[src/rtl/mux_rr_n_if.sv]
`default_nettype none
// ============================================================================
// Module   : mux_rr_n_if
// Brief    : Stream bundle for the N-channel round-robin mux (inputs, pops,
//            registered output word with ready backpressure).
// Revision : 1.0 - initial release
// ============================================================================
interface mux_rr_n_if #(
   parameter int NUM_CH = 4,
   parameter int DATA_W = 8,
   parameter int CH_W   = (NUM_CH > 1) ? $clog2(NUM_CH) : 1
);
   logic [NUM_CH*DATA_W-1:0] data_in;
   logic [NUM_CH-1:0]        valid_in;
   logic [NUM_CH-1:0]        pop_in;
   logic                     ready_out;
   logic                     valid_out;
   logic [DATA_W-1:0]        data_out;
   logic [CH_W-1:0]          ch_out;

   modport slave (
      input  data_in, valid_in, ready_out,
      output pop_in, valid_out, data_out, ch_out
   );

   modport master (
      output data_in, valid_in, ready_out,
      input  pop_in, valid_out, data_out, ch_out
   );
endinterface
`default_nettype wire

[src/rtl/mux_rr_n.sv]
`default_nettype none
// ============================================================================
// Module   : mux_rr_n
// Brief    : N-channel round-robin arbitrating mux onto one registered output.
//            Optional burst grants enabled by defining MUX_BURST_EN.
// Revision : 1.0 - initial release
// ============================================================================
module mux_rr_n #(
   parameter int NUM_CH    = 4,
   parameter int DATA_W    = 8,
   parameter int BURST_LEN = 4
) (
   input  logic         clk,
   input  logic         reset_L,
   mux_rr_n_if.slave    bus
);
   localparam int                c_CH_W = (NUM_CH > 1) ? $clog2(NUM_CH) : 1;
   localparam logic [c_CH_W-1:0] c_LAST = c_CH_W'(NUM_CH - 1);

   logic [c_CH_W-1:0] r_ptr;
   logic [c_CH_W-1:0] w_rr_grant;
   logic [c_CH_W-1:0] w_grant;
   logic [c_CH_W-1:0] w_next_ptr;
   logic [NUM_CH-1:0] w_pop;
   logic              w_free;
   logic              w_take;
   logic              w_burst_hit;
   int                w_idx;

   assign w_free = !bus.valid_out || bus.ready_out;
   assign w_take = w_free && (|bus.valid_in);

   // Descending scan so the smallest offset from r_ptr wins.
   always_comb begin
      w_rr_grant = r_ptr;
      w_idx      = 0;
      for (int k = NUM_CH - 1; k >= 0; k--) begin
         w_idx = int'(r_ptr) + k;
         if (w_idx >= NUM_CH) w_idx = w_idx - NUM_CH;
         if (bus.valid_in[w_idx[c_CH_W-1:0]]) w_rr_grant = c_CH_W'(w_idx);
      end
   end

`ifdef MUX_BURST_EN
   logic [7:0] r_burst_cnt;

   // Counter of zero means no prior grant, so fall back to round-robin.
   assign w_burst_hit = (r_burst_cnt != 8'd0) && bus.valid_in[bus.ch_out]
                        && (r_burst_cnt < 8'(BURST_LEN));
   assign w_grant     = w_burst_hit ? bus.ch_out : w_rr_grant;

   always_ff @(posedge clk) begin
      if (!reset_L) begin
         r_burst_cnt <= 8'd0;
      end else if (w_take) begin
         r_burst_cnt <= w_burst_hit ? (r_burst_cnt + 8'd1) : 8'd1;
      end
   end
`else
   logic w_unused_burst;

   assign w_unused_burst = (BURST_LEN != 0);
   assign w_burst_hit    = 1'b0;
   assign w_grant        = w_rr_grant;
`endif

   assign w_next_ptr = (w_grant == c_LAST) ? '0 : (w_grant + 1'b1);

   always_comb begin
      w_pop = '0;
      if (reset_L && w_take) w_pop[w_grant] = 1'b1;
   end
   assign bus.pop_in = w_pop;

   always_ff @(posedge clk) begin
      if (!reset_L) begin
         bus.valid_out <= 1'b0;
         bus.data_out  <= '0;
         bus.ch_out    <= '0;
         r_ptr         <= '0;
      end else if (w_take) begin
         bus.valid_out <= 1'b1;
         bus.data_out  <= bus.data_in[w_grant*DATA_W +: DATA_W];
         bus.ch_out    <= w_grant;
         if (!w_burst_hit) r_ptr <= w_next_ptr;
      end else if (w_free) begin
         bus.valid_out <= 1'b0;
      end
   end
endmodule
`default_nettype wire
[src/flat_wrapper.sv]
// flat-port wrapper written by rule: the top's interface ports become plain ports
module mux_rr_n_flat 
#(
   parameter int NUM_CH    = 4,
   parameter int DATA_W    = 8,
   parameter int BURST_LEN = 4
)
  (clk, reset_L, bus_data_in, bus_valid_in, bus_ready_out, bus_pop_in, bus_valid_out, bus_data_out, bus_ch_out);
  mux_rr_n_if #(.NUM_CH(NUM_CH), .DATA_W(DATA_W)) bus_i ();
  input  logic clk;
  input  logic reset_L;
  input wire logic [$bits(bus_i.data_in)-1:0] bus_data_in;
  input wire logic [$bits(bus_i.valid_in)-1:0] bus_valid_in;
  input wire logic [$bits(bus_i.ready_out)-1:0] bus_ready_out;
  output wire logic [$bits(bus_i.pop_in)-1:0] bus_pop_in;
  output wire logic [$bits(bus_i.valid_out)-1:0] bus_valid_out;
  output wire logic [$bits(bus_i.data_out)-1:0] bus_data_out;
  output wire logic [$bits(bus_i.ch_out)-1:0] bus_ch_out;
  assign bus_i.data_in = bus_data_in;
  assign bus_i.valid_in = bus_valid_in;
  assign bus_i.ready_out = bus_ready_out;
  assign bus_pop_in = bus_i.pop_in;
  assign bus_valid_out = bus_i.valid_out;
  assign bus_data_out = bus_i.data_out;
  assign bus_ch_out = bus_i.ch_out;
  mux_rr_n #(.NUM_CH(NUM_CH), .DATA_W(DATA_W), .BURST_LEN(BURST_LEN)) u_core (.clk(clk), .reset_L(reset_L), .bus(bus_i));
endmodule
[config.mk]
export PLATFORM = sky130hd
export DESIGN_NAME = mux_rr_n_flat
export DESIGN_NICKNAME = d
export VERILOG_FILES = /design/src/rtl/mux_rr_n_if.sv /design/src/rtl/mux_rr_n.sv /design/src/flat_wrapper.sv
export SDC_FILE = /design/constraint.sdc
export NUM_CORES = 1
export LEC_CHECK = 0
export BUFFER_PORTS_ARGS = -buffer_cell sky130_fd_sc_hd__buf_2
export CORE_ASPECT_RATIO = 0.75
export CORE_MARGIN = 3
export CORE_UTILIZATION = 25
export DETAILED_ROUTE_END_ITERATION = 10
export PLACE_DENSITY = 0.63
export SYNTH_ARGS = -nofsm -noshare
export SYNTH_HDL_FRONTEND = slang
export SYNTH_SLANG_ARGS = --single-unit
[constraint.sdc]
create_clock -name clk -period 4.11 [get_ports clk]
set_clock_uncertainty 0.2 [all_clocks]
set_input_delay 0.2055 -clock clk [delete_from_list [all_inputs] [get_ports clk]]
set_output_delay 0.2055 -clock clk [all_outputs]
set_load 0.05 [all_outputs]
==> impl_metrics.ini <==
[sta]
hold_violations = 0
setup_violations = 0
setup_tns_ns = 0
period_share = 0.610
min_period_ns = 2.51
maxSlewViolCount = 0
relSlewSlack = 0.556
rsz0062_at_grt = false
tightest_slew_ns = 0.664
clock.fmax_ghz = 0.399

[floorplan]
start_util = 0.271
row_count = 17
die_y_um = 55.7
die-area_um2 = 4020
ios = 54
die_w_um = 72.3
core_um2 = 3040

[drt]
drc = 0
antenna_left = 0
vias = 838
drt_iter0_markers = 22
wl_um = 2340
first_pass_iters = 4
detail_route.wl_per_cell_um = 13.1
vias_per_cell = 4.71

[placement]
globalplace.congestion = 0.740
dpl_cell_area_um2 = 1110
place_hpwl_um = 1950
io_buffers = 53

[pwr]
p_per_area_nw_per_um2 = 454
pwr-share-comb = 0.467
vdd_drop_max_uv = 223
intPower_uw = 303
power_frac_seq = 0.315
leakage_nw = 0.593
switchingPower_uw = 223
pwr-share-clk = 0.218
report.power.total_uw = 526
sw_frac_of_total = 0.424

[job]
cap_violations = 0

[clocking]
ctsHoldBuffers = 0
cts_root_buffer = clkbuf_8
ctsHtreeMaxLevel = 1
cts_buffer_depth = 2
cts_sinks = 13
cts_buffers = 3
cts_tree = yes
cts_resized = 0
clk_latency_ns = 0.24
clk_pin_slew_ns = 0.06
cts_setup_buffers = 0

[worst_setup_path]
slowest_stage = a211oi_4
r2r_start = u_core.r_ptr[0]$_SDFFE_PN0N_
cp.arrival_ns = 2.10
crit_required_ns = 3.70
critPathMaxStageDelay_ns = 0.60
path_class = flop to primary output
cp-start-kind = flop
endpoint_kind = primary output
worstPathCellList = nand2b_1 > a21oi_2 > a211oi_4 > ha_1 > and3_1 > buf_2
setup.worst_path.start = u_core.r_ptr[0]$_SDFFE_PN0N_
critPathMaxFanout = 12

[synthesis]
synthArstFlopShare = 0
ys_types = 28
syn_inst = 86
yosysMostFrequentCell = mux2i_1
synth_fp_nets = 126
synth_area_um2 = 823
synth-seq-cells = 13
synth_area_leaders = dfxtp_1 (32%), mux2i_1 (23%), o221ai_1 (8.5%), nand2_1 (4.1%), nor2b_1 (3.0%)
synth_edf_count = 0
synth_largest_area_cell = dfxtp_1
synth_area_per_cell_um2 = 9.57
ys.warnings.count = 0
synth-main-ff-cell = dfxtp_1
synthTopCellsByCount = mux2i_1 (19), dfxtp_1 (13), nand2_1 (9), o221ai_1 (8), inv_1 (5)
synth_top_area_share = 0.316
ys_seq_area_frac = 0.316

[layout]
drive_gt1_frac = 0.464
stdcell_area_um2 = 1160
multiInputGateArea_um2 = 514
nets = 181
regArea_um2 = 260
fillers = 320
area_delta_synth_final_pct = 40.7
diodes = 0
utilization = 0.381

[grt]
antenna_found_initial = 0
grt.total_usage = 0.121
grt_pass1_wl_um = 3950
grt_pass1_vias = 891
grt_max_degree = 13
grt_overflow_total = 0

[hold_path]
min-delay-start = bus_ready_out
hold_path_class = input pin to flop

[status]
status = completed
[cell usage in the layout, fill, tap and decap left out]
master	Yosys	final
a21oi_2	2	2
o21ai_2	1	1
and3_1	1	1
nand3_2	1	1
mux2i_1	19	19
inv_1	5	5
o221ai_1	8	8
buf_2	0	53
clkbuf_8	0	3
nand3b_4	1	1
a31oi_1	1	1
nand2b_2	1	1
a21boi_0	1	1
nand2_1	9	9
nor3b_1	1	1
a21oi_1	2	2
a211oi_1	1	1
nor2_1	4	4
a211oi_4	1	1
nand2b_1	1	1
buf_4	0	1
nor2b_1	4	4
clkbuf_1	1	1
dfxtp_1	13	13
a31oi_2	1	1
nor4_1	1	1
o21ai_0	1	1
or2b_1	1	1
ha_1	1	1
[logic make-up (layout without fill, tap and decap cells)]
family	Yosys count	in the layout	share of synthesized area
AO/OA/AOI/OAI	19	19	0.201
adder cells (fa/ha/maj)	1	1	0.0152
buffers and inverters	9	63	0.0593
flip-flops	13	13	0.316
multiplexers	19	19	0.231
AND/OR/NAND/NOR	25	25	0.178
[cell type report]
| cell class | instances | area share |
|---|---|---|
| Clock buffer | 4 | 0.0389 |
| Inverter | 5 | 0.0162 |
| Multi-Input combinational cell | 64 | 0.444 |
| Sequential cell | 13 | 0.225 |
| Tap cell | 38 | 0.0410 |
| Timing Repair Buffer | 54 | 0.235 |
[per-stage QoR]
step	setup WS, ns	hold WS [ns]	cells
floorplan	1.87	0.207	86
global placement	1.91	0.240	174
detailed placement	1.85	0.247	174
CTS	1.59	0.0669	178
global route	1.46	0.0890	178
finish	1.60	0.0667	178
[path summary, 6_finish.rpt]
| path | end | slack (ns) | cells after the start |
|---|---|---|---|
| worst min-delay path | u_core.bus.valid_out$_SDFFE_PN0P_ | 0.07 | 4 |
| worst min register to register | u_core.bus.data_out[7]$_SDFFE_PN0N_ | 0.27 | 2 |
| worst max register to register | u_core.bus.data_out[7]$_SDFFE_PN0N_ | 1.86 | 6 |
| worst max-delay path | bus_pop_in[3] | 1.60 | 6 |
[worst max-delay path, delay by kind of cell (launching register included)]
family | cells | cell delay, ns
AOI/OAI and AO/OA | 2 | 0.68
and+or+nand+nor | 2 | 0.31
buffers and inverters | 1 | 0.26
DFF | 1 | 0.36
adders and majority gates | 1 | 0.24
[layer usage]
| layer | up-vias | part of all wire | track usage |
|---|---|---|---|
| met5 | - | 0 | 0 |
| met3 | 2 | 0.058 | 0.0397 |
| met2 | 25 | 0.48 | 0.197 |
| met1 | 388 | 0.45 | 0.154 |
| met4 | 0 | 0.0090 | 0.0295 |
| li1 | 423 | - | - |
[state kept, by name, summed over array words and instances, names as in the netlist]
register and cells:
u_core.bus.ch_out 2, u_core.bus.data_out 8, u_core.bus.valid_out 1, u_core.r_ptr 2
[power groups by stage]
stage	clock network, mW	registers [mW]	logic (mW)
floorplan	0	0.230	0.128
global placement	0	0.166	0.244
finish	0.115	0.166	0.245
detailed placement	0	0.168	0.248
global route	0.125	0.169	0.264
CTS	0.117	0.166	0.248
Note: power is estimated with default switching activity, not from simulation.
